`src/rtl/alu_issue_ctrl_if.sv`:
```
// Decode-side and writeback-side valid/ready bundle for alu_issue_ctrl.
// The controller takes the slave view; the decode/writeback side takes master.
interface alu_issue_ctrl_if #(
  parameter int DW = 16
) ();
  logic          in_valid;
  logic          in_ready;
  logic [3:0]    in_opcode;
  logic [DW-1:0] in_a;
  logic [DW-1:0] in_b;
  logic          out_valid;
  logic          out_ready;
  logic [DW-1:0] out_result;

  modport master (
    output in_valid, in_opcode, in_a, in_b, out_ready,
    input  in_ready, out_valid, out_result
  );

  modport slave (
    input  in_valid, in_opcode, in_a, in_b, out_ready,
    output in_ready, out_valid, out_result
  );
endinterface

```
`src/rtl/alu_issue_ctrl.sv`:
```
// Single-issue sequencer in front of the combinational EX ALU; owns FLAGS {Z,V,N}.
// Optional macro ALU_RED_MULTICYCLE_EN: RED spends a second cycle (EXEC2) before capture.
module alu_issue_ctrl #(
  parameter int DW   = 16,
  parameter int CNTW = 16
) (
  input  logic            clk,
  input  logic            rst,
  alu_issue_ctrl_if.slave bus,
  input  logic            flush,
  output logic [3:0]      alu_opcode,
  output logic [DW-1:0]   alu_a,
  output logic [DW-1:0]   alu_b,
  input  logic [DW-1:0]   alu_out,
  input  logic            alu_z,
  input  logic            alu_v,
  input  logic            alu_n,
  output logic [2:0]      flags,
  output logic [CNTW-1:0] op_count
);

`ifdef ALU_RED_MULTICYCLE_EN
  localparam bit RED_MULTI = 1'b1;
`else
  localparam bit RED_MULTI = 1'b0;
`endif

  localparam logic [3:0] OP_ADD = 4'b0000;
  localparam logic [3:0] OP_SUB = 4'b0001;
  localparam logic [3:0] OP_XOR = 4'b0010;
  localparam logic [3:0] OP_RED = 4'b0011;
  localparam logic [3:0] OP_SLL = 4'b0100;
  localparam logic [3:0] OP_SRA = 4'b0101;
  localparam logic [3:0] OP_ROR = 4'b0110;

  typedef enum logic [1:0] {IDLE, EXEC, EXEC2, DONE} state_e;

  state_e          state_q, state_d;
  logic [3:0]      op_q;
  logic [DW-1:0]   a_q, b_q, result_q;
  logic [2:0]      flags_q, flags_d;
  logic [CNTW-1:0] count_q;
  logic            accept, capture, retire;

  // NOTE: every comb output gets a default before the case so no latch is inferred.
  always_comb begin
    state_d = state_q;
    accept  = 1'b0;
    capture = 1'b0;
    retire  = 1'b0;
    if (flush) begin
      state_d = IDLE;
    end else begin
      unique case (state_q)
        IDLE: if (bus.in_valid) begin
          accept  = 1'b1;
          state_d = EXEC;
        end
        EXEC: if (RED_MULTI && op_q == OP_RED) begin
          state_d = EXEC2;
        end else begin
          capture = 1'b1;
          state_d = DONE;
        end
        EXEC2: begin
          capture = 1'b1;
          state_d = DONE;
        end
        DONE: if (bus.out_ready) begin
          retire  = 1'b1;
          state_d = IDLE;
        end
        default: state_d = IDLE;
      endcase
    end
  end

  // Per-opcode flag update; memory-class ops (opcode[3]) and RED/PADDSB keep FLAGS.
  always_comb begin
    flags_d = flags_q;
    unique case (op_q)
      OP_ADD, OP_SUB:                 flags_d = {alu_z, alu_v, alu_n};
      OP_XOR, OP_SLL, OP_SRA, OP_ROR: flags_d[2] = alu_z;
      default:                        flags_d = flags_q;
    endcase
  end

  // NOTE: sequential state uses non-blocking assignments only; operand latches are
  // reset too because they drive the alu_* outputs straight out of reset.
  always_ff @(posedge clk) begin
    if (rst) begin
      state_q  <= IDLE;
      op_q     <= '0;
      a_q      <= '0;
      b_q      <= '0;
      result_q <= '0;
      flags_q  <= '0;
      count_q  <= '0;
    end else begin
      state_q <= state_d;
      if (accept) begin
        op_q <= bus.in_opcode;
        a_q  <= bus.in_a;
        b_q  <= bus.in_b;
      end
      if (capture) begin
        result_q <= alu_out;
        flags_q  <= flags_d;
      end
      if (retire) count_q <= count_q + 1'b1;
    end
  end

  // Address-generation ops reuse the adder while executing.
  assign alu_opcode = ((state_q == EXEC || state_q == EXEC2) && op_q[3]) ? OP_ADD : op_q;
  assign alu_a      = a_q;
  assign alu_b      = b_q;

  assign bus.in_ready   = (state_q == IDLE);
  assign bus.out_valid  = (state_q == DONE);
  assign bus.out_result = result_q;
  assign flags          = flags_q;
  assign op_count       = count_q;

endmodule
```
`src/flat_wrapper.sv`:
```
// flat-port wrapper written by rule: the top's interface ports become plain ports
module alu_issue_ctrl_flat 
#(
  parameter int DW   = 16,
  parameter int CNTW = 16
)
  (clk, rst, flush, alu_opcode, alu_a, alu_b, alu_out, alu_z, alu_v, alu_n, flags, op_count, bus_in_valid, bus_in_opcode, bus_in_a, bus_in_b, bus_out_ready, bus_in_ready, bus_out_valid, bus_out_result);
  alu_issue_ctrl_if #(.DW(DW)) bus_i ();
  input  logic clk;
  input  logic rst;
  input  logic flush;
  output logic [3:0] alu_opcode;
  output logic [DW-1:0] alu_a;
  output logic [DW-1:0] alu_b;
  input  logic [DW-1:0] alu_out;
  input  logic alu_z;
  input  logic alu_v;
  input  logic alu_n;
  output logic [2:0] flags;
  output logic [CNTW-1:0] op_count;
  input wire logic [$bits(bus_i.in_valid)-1:0] bus_in_valid;
  input wire logic [$bits(bus_i.in_opcode)-1:0] bus_in_opcode;
  input wire logic [$bits(bus_i.in_a)-1:0] bus_in_a;
  input wire logic [$bits(bus_i.in_b)-1:0] bus_in_b;
  input wire logic [$bits(bus_i.out_ready)-1:0] bus_out_ready;
  output wire logic [$bits(bus_i.in_ready)-1:0] bus_in_ready;
  output wire logic [$bits(bus_i.out_valid)-1:0] bus_out_valid;
  output wire logic [$bits(bus_i.out_result)-1:0] bus_out_result;
  assign bus_i.in_valid = bus_in_valid;
  assign bus_i.in_opcode = bus_in_opcode;
  assign bus_i.in_a = bus_in_a;
  assign bus_i.in_b = bus_in_b;
  assign bus_i.out_ready = bus_out_ready;
  assign bus_in_ready = bus_i.in_ready;
  assign bus_out_valid = bus_i.out_valid;
  assign bus_out_result = bus_i.out_result;
  alu_issue_ctrl #(.DW(DW), .CNTW(CNTW)) u_core (.clk(clk), .rst(rst), .bus(bus_i), .flush(flush), .alu_opcode(alu_opcode), .alu_a(alu_a), .alu_b(alu_b), .alu_out(alu_out), .alu_z(alu_z), .alu_v(alu_v), .alu_n(alu_n), .flags(flags), .op_count(op_count));
endmodule
```
`config.mk`:
```
export PLATFORM = sky130hd
export DESIGN_NAME = alu_issue_ctrl_flat
export DESIGN_NICKNAME = d
export VERILOG_FILES = /design/src/rtl/alu_issue_ctrl_if.sv /design/src/rtl/alu_issue_ctrl.sv /design/src/flat_wrapper.sv
export SDC_FILE = /design/constraint.sdc
export NUM_CORES = 1
export LEC_CHECK = 0
export ABC_AREA = 0
export BUFFER_PORTS_ARGS = -buffer_cell sky130_fd_sc_hd__buf_2
export CORE_MARGIN = 1.5
export CORE_UTILIZATION = 49
export CTS_BUF_LIST = sky130_fd_sc_hd__clkbuf_8 sky130_fd_sc_hd__clkbuf_16
export DETAILED_ROUTE_END_ITERATION = 8
export PLACE_DENSITY = 0.81
export SLEW_MARGIN = 40
export SYNTH_ARGS = -nofsm -noshare
export SYNTH_HDL_FRONTEND = slang
export SYNTH_SLANG_ARGS = --single-unit
```
`constraint.sdc`:
```
create_clock -name clk -period 4.1 [get_ports clk]
set_input_delay 0.82 -clock clk [delete_from_list [all_inputs] [get_ports clk]]
set_output_delay 0.82 -clock clk [all_outputs]
set_load 0.05 [all_outputs]
```
==> summary.md, run 1 <==
| Metric | Value |
|---|---|
| Relative slew slack | 0.5461 |
| Post-synthesis sequential area ratio | 0.5231 |
| Antenna violations before repair | 0 |
| Initial DRT Pass Iterations | 4 |
| Synth top area cells | dfxtp_1 (52%), nand2_1 (15%), a21oi_1 (10%), clkbuf_1 (2.6%), xnor2_1 (2.2%) |
| Critical path class | flip-flop to output pin |
| Synth-to-layout area growth | 31.71% |
| HPWL Detailed | 4718 µm |
| Post-synth top area share | 0.5231 |
| Worst IR Drop VDD | 0.0003077 V |
| Synth cell types | 33 |
| Vias | 2706 |
| Layout cells sized above 1 | 0.3256 |
| CTS tree | done |
| Yosys warns | 0 |
| Setup Skew | 5.221 ps |
| Clock buffer count from CTS | 9 |
| Tcrit/Tclk final | 0.5882 |
| Post-CTS setup buffer count | 0 |
| Ant. Diodes | 0 |
| Die X | 78.51 µm |
| Logic pwr share | 0.143 |
| CP endpoint kind | output pin |
| Largest net degree at the start of global routing | 47 |
| Sw frac | 0.2804 |
| Mapped cell area | 0.002794 mm² |
| Antenna Nets Post-Route | 0 |
| Clock power share | 0.349 |
| Pint | 1055 µW |
| Pre-CTS WS | 1640 ps |
| F_max | 0.4147 GHz |
| Drt wl/cell | 12.55 µm |
| Post-Synth Simple-Gate Area | 0.2611 |
| Post-route DRC | 0 |
| Synthesized netlist net count | 405 |
| Pwr/cell area | 398.4 mW/mm² |
| Placer Congestion | 0.7788 |
| Cts hold-fix bufs | 0 |
| Sequential power share | 0.508 |
| Port Buffers | 132 |
| Total Routing Usage GR | 0.2282 |
| Drt initial violations | 101 |
| Status | completed |
| Synthesis-stage register bit count | 73 |
| CTS clk-pin slew, worst paths | 70 ps |
| Hold wc startpoint | u_core.alu_b[2]$_SDFFE_PP0P_ |
| Main combinational cell family by area after synthesis | simple AND/OR/NAND/NOR gates |
| Synth Instances | 342 |
| PnR worst setup slack | 1688 ps |
| Pin slew with the least headroom to its limit | 680.9 ps |
| R2r endpoint | u_core.flags[0]$_SDFFE_PP0P_ |
| Die Y | 78.51 µm |
| Syn_area_per_cell | 8.169 µm² |
| Setup TNS | 0 ps |
| Total power | 1466 µW |
| Initial Util | 0.5074 |
| CP Max Fanout | 5 |
| Min Clock Period, post-route | 2412 ps |
| R2R setup slack | 1960 ps |
| Leading area contributor after synthesis | dfxtp_1 |
| Clock Latency Late Sink | 340 ps |
| Worst Path Required | 3280 ps |
| Critical-path top delay cell | ha_1 |
| GR Overflow Total | 0 |
| Max-slew violations | 0 |
| Net Switching | 411.1 µW |
| Clk buf depth | 2 |
| Largest stage delay, worst path | 360 ps |
| First-pass GRT wire length | 11080 µm |
| Detailed Route WL | 6841 µm |
| CP arrival | 1590 ps |
| RSZ-0062 raised after global routing | no |
| Cells on worst reg2reg path | 6 |
| Routed vias/inst | 4.965 |
| Pleak | 0.001699 µW |
| Area of the die | 0.006164 mm² |
| Reg-to-reg critical path startpoint | u_core.state_q[0]$_SDFFE_PP0P_ |
| Xor/xnor share of the synthesized area | 0.03135 |
| Cell Chain, Critical Path | inv_1 -> ha_1 -> nand2_1 -> and2_1 -> buf_2 |
| Nets | 532 |
| Total of max-cap violations | 0 |
| H-tree Lvls | 3 |
| CORE AREA | 0.005507 mm² |
| Mux cell area share after synthesis | 0.02239 |
| Io pins | 133 |
| Rows | 27 |
| Synth Area in Compound Gates | 0.1164 |
| Cts repair resizes | 0 |
| CTS sink count | 73 |
| Worst hold path class | flip-flop to flip-flop |
| Root Driver | clkbuf_8 |
| Final setup violation count | 0 |
| Hold Crit Depth | 2 |
| Post-synthesis adder-cell area fraction | 0.01343 |
| CP Launch Type | flip-flop |
| Worst Hold Path EP | u_core.alu_b[2]$_SDFFE_PP0P_ |
| Fin. Hold Viols | 0 |
| Vias in the first global route | 2488 |
[cells in the final DEF (no fill, tap or decap), drive strengths merged, types with 6 or more instances in the layout]
cell    synthesis  layout
nand2         108     108
buf             0     135
xnor2           7       7
dfxtp          73      73
inv             5       6
nor2           15      15
nand3           7       7
clkbuf         19      12
a21oi          57      57
[worst max path at each step]
stage                              startpoint                                to  slack, ps  depth (start not counted)
6_report       u_core.state_q[0]$_SDFFE_PP0P_                     alu_opcode[1]       1690                          5
5_1_grt        u_core.state_q[0]$_SDFFE_PP0P_                     alu_opcode[2]       1560                          5
4_1_cts        u_core.state_q[0]$_SDFFE_PP0P_                     alu_opcode[1]       1670                          5
3_5_place_dp                            flush  u_core.op_count[11]$_SDFFE_PP0P_       1640                          5
3_3_place_gp                            flush  u_core.op_count[11]$_SDFFE_PP0P_       1690                          5
2_1_floorplan  u_core.state_q[0]$_SDFFE_PP0P_                     alu_opcode[3]       1870                          3
[through the flow]
stage / std cells / cell area (µm²) / hold WS [ps] / util
2_1_floorplan: 342 / 2794 / 440.0 / -
3_3_place_gp: 530 / 3496 / 438.8 / 0.6349
3_5_place_dp: 530 / 3496 / 443.2 / 0.6349
4_1_cts: 545 / 3677 / 453.5 / 0.6678
5_1_grt: 545 / 3680 / 465.0 / 0.6683
6_report: 545 / 3680 / 450.7 / 0.6683
[critical path: cells and delay by family (launching register included)]
family / cells / cell delay [ps]
adders and majority gates: 1 / 360
DFF: 1 / 350
and+or+nand+nor: 2 / 230
buffers and inverters: 2 / 310
[cells by family (layout without fill, tap and decap cells)]
family                     count (synthesis)  after routing
and+or+nand+nor                          163            163
buffers and inverters                     24            155
DFF                                       73             73
AOI/OAI and AO/OA                         63             63
adders and majority gates                  3              3
muxes                                      6              6
xor gates and xnor gates                  10             10
[synthesized netlist by cell type]
master and instances:
nand4b_1 1, nand2_1 108, and2b_1 1, nor4_1 4
o21a_1 1, nor2_1 15, o31ai_1 2, or2_1 1
and4b_1 1, and3_1 1, dfxtp_1 73, mux2_2 2
and4_2 1, nor3_1 3, a211oi_1 1, mux2i_1 4
inv_1 5, o21ai_0 2, and2_1 3, or4_1 3
nand2b_1 1, xnor2_1 7, nand3_1 7, nand4_1 3
a21oi_1 57, nor2b_1 4, nand3b_1 2, nand4_2 1
clkbuf_1 19, ha_1 3, and3_2 1, xor2_1 3
and3b_1 2
[power groups by stage]
stage	logic (µW)	clock network, µW	registers [µW]
2_1_floorplan	70.2	0	834
3_3_place_gp	207	0	760
3_5_place_dp	210	0	761
4_1_cts	210	526	745
5_1_grt	226	553	747
6_report	209	512	745
[registers in the layout, indices dropped and copies added (netlist names)]
register	flops
u_core.op_count	16
u_core.alu_b	16
u_core.bus.out_result	16
u_core.state_q	2
u_core.flags	3
u_core.alu_a	16
u_core.op_q	4
[cell type report]
type                    count  area, µm²
repair buffers            135      685.7
well taps                  72      90.09
multi-input cells         245       1242
fillers                   480       1827
clock buffers              12      165.2
clock inverters             3      16.27
flip-flops and latches     73       1461
inverters                   5      18.77
[layer usage]
layer | vias up | track usage | part of all wire
li1 | 1381 | - | -
met1 | 1227 | 0.2726 | 0.43
met2 | 85 | 0.3733 | 0.50
met3 | 13 | 0.05698 | 0.044
met4 | 0 | 0.1268 | 0.021
met5 | - | 0 | 0
Power figures use the tool's default switching activity.
==> inputs of run 2 (changes only) <==
- CORE_UTILIZATION: 49 -> 46
- PLACE_DENSITY: 0.81 -> 0.76
- clock period: 4.1 -> 2.43 ns (I/O delays scaled with it)
==> run 2 against run 1 <==
Compared with the run above: global-route usage decreased by 2.1 points; combinational power increased by 73%; critical path depth unchanged; sequential share of layout area decreased by 1.2 points; register-to-register slack got worse by 1500 ps; wire length increased by 0.69%; total power increased by 88%; largest power group unchanged; highest routed layer unchanged.
==> summary.md, run 2 (synthesis results as in run 1) <==
| Metric | Value |
|---|---|
| Status | completed |
| Reg-to-reg critical path startpoint | u_core.state_q[1]$_SDFFE_PP0P_ |
| Total Routing Usage GR | 0.2077 |
| Clock buffer count from CTS | 9 |
| Post-CTS setup buffer count | 0 |
| Die Y | 80.94 µm |
| Wl on met1 | 3089 µm |
| Ant. Diodes | 0 |
| GR Overflow Total | 0 |
| PnR worst setup slack | 348.6 ps |
| Antenna violations before repair | 0 |
| Synth-to-layout area growth | 35.87% |
| Drt wl/cell | 12.50 µm |
| Fin. Hold Viols | 0 |
| H-tree Lvls | 3 |
| HPWL Detailed | 4770 µm |
| CP endpoint kind | output pin |
| Initial DRT Pass Iterations | 4 |
| Total of max-cap violations | 0 |
| Max Used Layer | met4 |
| CORE AREA | 0.005886 mm² |
| Clk buf depth | 2 |
| Pleak | 0.001750 µW |
| Met3 WL | 369 µm |
| CP Max Fanout | 5 |
| Cells on worst reg2reg path | 5 |
| Vias | 2702 |
| Post-route DRC | 0 |
| Placer Congestion | 0.8114 |
| Pwr/cell area | 727.8 mW/mm² |
| Vias in the first global route | 2295 |
| Worst IR Drop VDD | 0.0004122 V |
| Rows | 28 |
| WP depth | 5 |
| Area of the die | 0.006550 mm² |
| Critical-path top delay cell | dfxtp_1 |
| Largest net degree at the start of global routing | 44 |
| Nets | 534 |
| Clock Latency Late Sink | 340 ps |
| Final setup violation count | 0 |
| Pre-CTS WS | 449.8 ps |
| Drt initial violations | 106 |
| Io pins | 133 |
| Cts repair resizes | 0 |
| Die X | 80.94 µm |
| Cts hold-fix bufs | 0 |
| CP Launch Type | flip-flop |
| Setup Skew | 7.087 ps |
| Relative slew slack | 0.5757 |
| Initial Util | 0.4747 |
| Detailed Route WL | 6888 µm |
| CTS tree | done |
| Largest stage delay, worst path | 360 ps |
| Antenna Nets Post-Route | 0 |
| Root Driver | clkbuf_8 |
| Most common cell after layout, fill and taps aside | buf_2 |
| Total power | 2763 µW |
| CP arrival | 1600 ps |
| Routed vias/inst | 4.904 |
| Commonest non-fill, non-tap cells in the layout | buf_2 (132), nand2_1 (108), dfxtp_1 (73), a21oi_1 (57), nor2_1 (15) |
| Pin slew with the least headroom to its limit | 636.5 ps |
| Hold Crit Depth | 3 |
| CTS sink count | 73 |
| Worst path buffer plus inverter count | 2 |
| RSZ-0062 raised after global routing | no |
| Critical path class | flip-flop to output pin |
| Max-slew violations | 0 |
| First-pass GRT wire length | 10390 µm |
| Cell Chain, Critical Path | inv_1 -> ha_1 -> nand2_1 -> and2_1 -> buf_2 |
| Setup TNS | 0 ps |
| Layout cells sized above 1 | 0.3298 |
| Routed length on met2 | 3291 µm |
| Worst Hold Path EP | u_core.alu_a[9]$_SDFFE_PP0P_ |
| Min Clock Period, post-route | 2081 ps |
| CTS clk-pin slew, worst paths | 80 ps |
| Port Buffers | 132 |
| R2r endpoint | u_core.op_count[11]$_SDFFE_PP0P_ |
| CP top delay family | flip-flops |
| R2R setup slack | 470 ps |
| Worst Path Required | 1940 ps |
| Tcrit/Tclk final | 0.8566 |
| Hold wc startpoint | bus_in_a[9] |
| F_max | 0.4804 GHz |
| Worst hold path class | input port to flip-flop |
[run 2: changes by cell type in the layout (fill, tap and decap cells not counted), sizes merged]
cell	before	now
clkbuf	12	10
buf	135	137
bufinv	0	3
[run 2: routing by layer]
layer | GRT usage | vias to the layer above
li1 | - | 1395
met2 | 0.3242 | 74
met1 | 0.2561 | 1220
met5 | 0 | -
met3 | 0.06966 | 13
met4 | 0.1017 | 0
[run 2: layout make-up]
| cell class | count | area (µm²) |
|---|---|---|
| clock inverters | 6 | 106.4 |
| repair buffers | 137 | 735.7 |
| fillers | 516 | 2090 |
| inverters | 5 | 18.77 |
| multi-input cells | 245 | 1242 |
| flip-flops and latches | 73 | 1461 |
| well taps | 75 | 93.84 |
| clock buffers | 10 | 137.6 |
[run 2: worst reg2reg max path: cells and delay by family, from the launching register on]
family                     cells  cell delay, ps
DFF                            1             360
muxes                          1             320
adders and majority gates      1             270
and+or+nand+nor                3             910
[run 2: report_power, final]
part           internal (µW)  total (µW)  switching (µW)
combinational            108         361             254
clock                    705        1140             440
sequential              1240        1260            20.3
[run 2: metrics by stage]
stage | hold WS (ps) | util | instance area [µm²] | instances
after floorplan | 440.0 | - | 2794 | 342
after global placement | 439.2 | 0.6035 | 3552 | 535
after detailed placement | 443.4 | 0.6035 | 3552 | 535
after CTS | 361.2 | 0.6450 | 3796 | 551
after global routing | 355.0 | 0.6450 | 3796 | 551
final | 373.1 | 0.6450 | 3796 | 551
[run 2: worst max path at each step]
stage | startpoint | to | slack (ps)
6_report | u_core.state_q[0]$_SDFFE_PP0P_ | alu_opcode[2] | 350
3_5_place_dp | flush | u_core.op_count[11]$_SDFFE_PP0P_ | 450
5_1_grt | u_core.state_q[1]$_SDFFE_PP0P_ | alu_opcode[1] | 200
2_1_floorplan | u_core.state_q[1]$_SDFFE_PP0P_ | u_core.op_count[11]$_SDFFE_PP0P_ | 210
4_1_cts | u_core.state_q[0]$_SDFFE_PP0P_ | alu_opcode[2] | 330
3_3_place_gp | flush | u_core.op_count[11]$_SDFFE_PP0P_ | 510
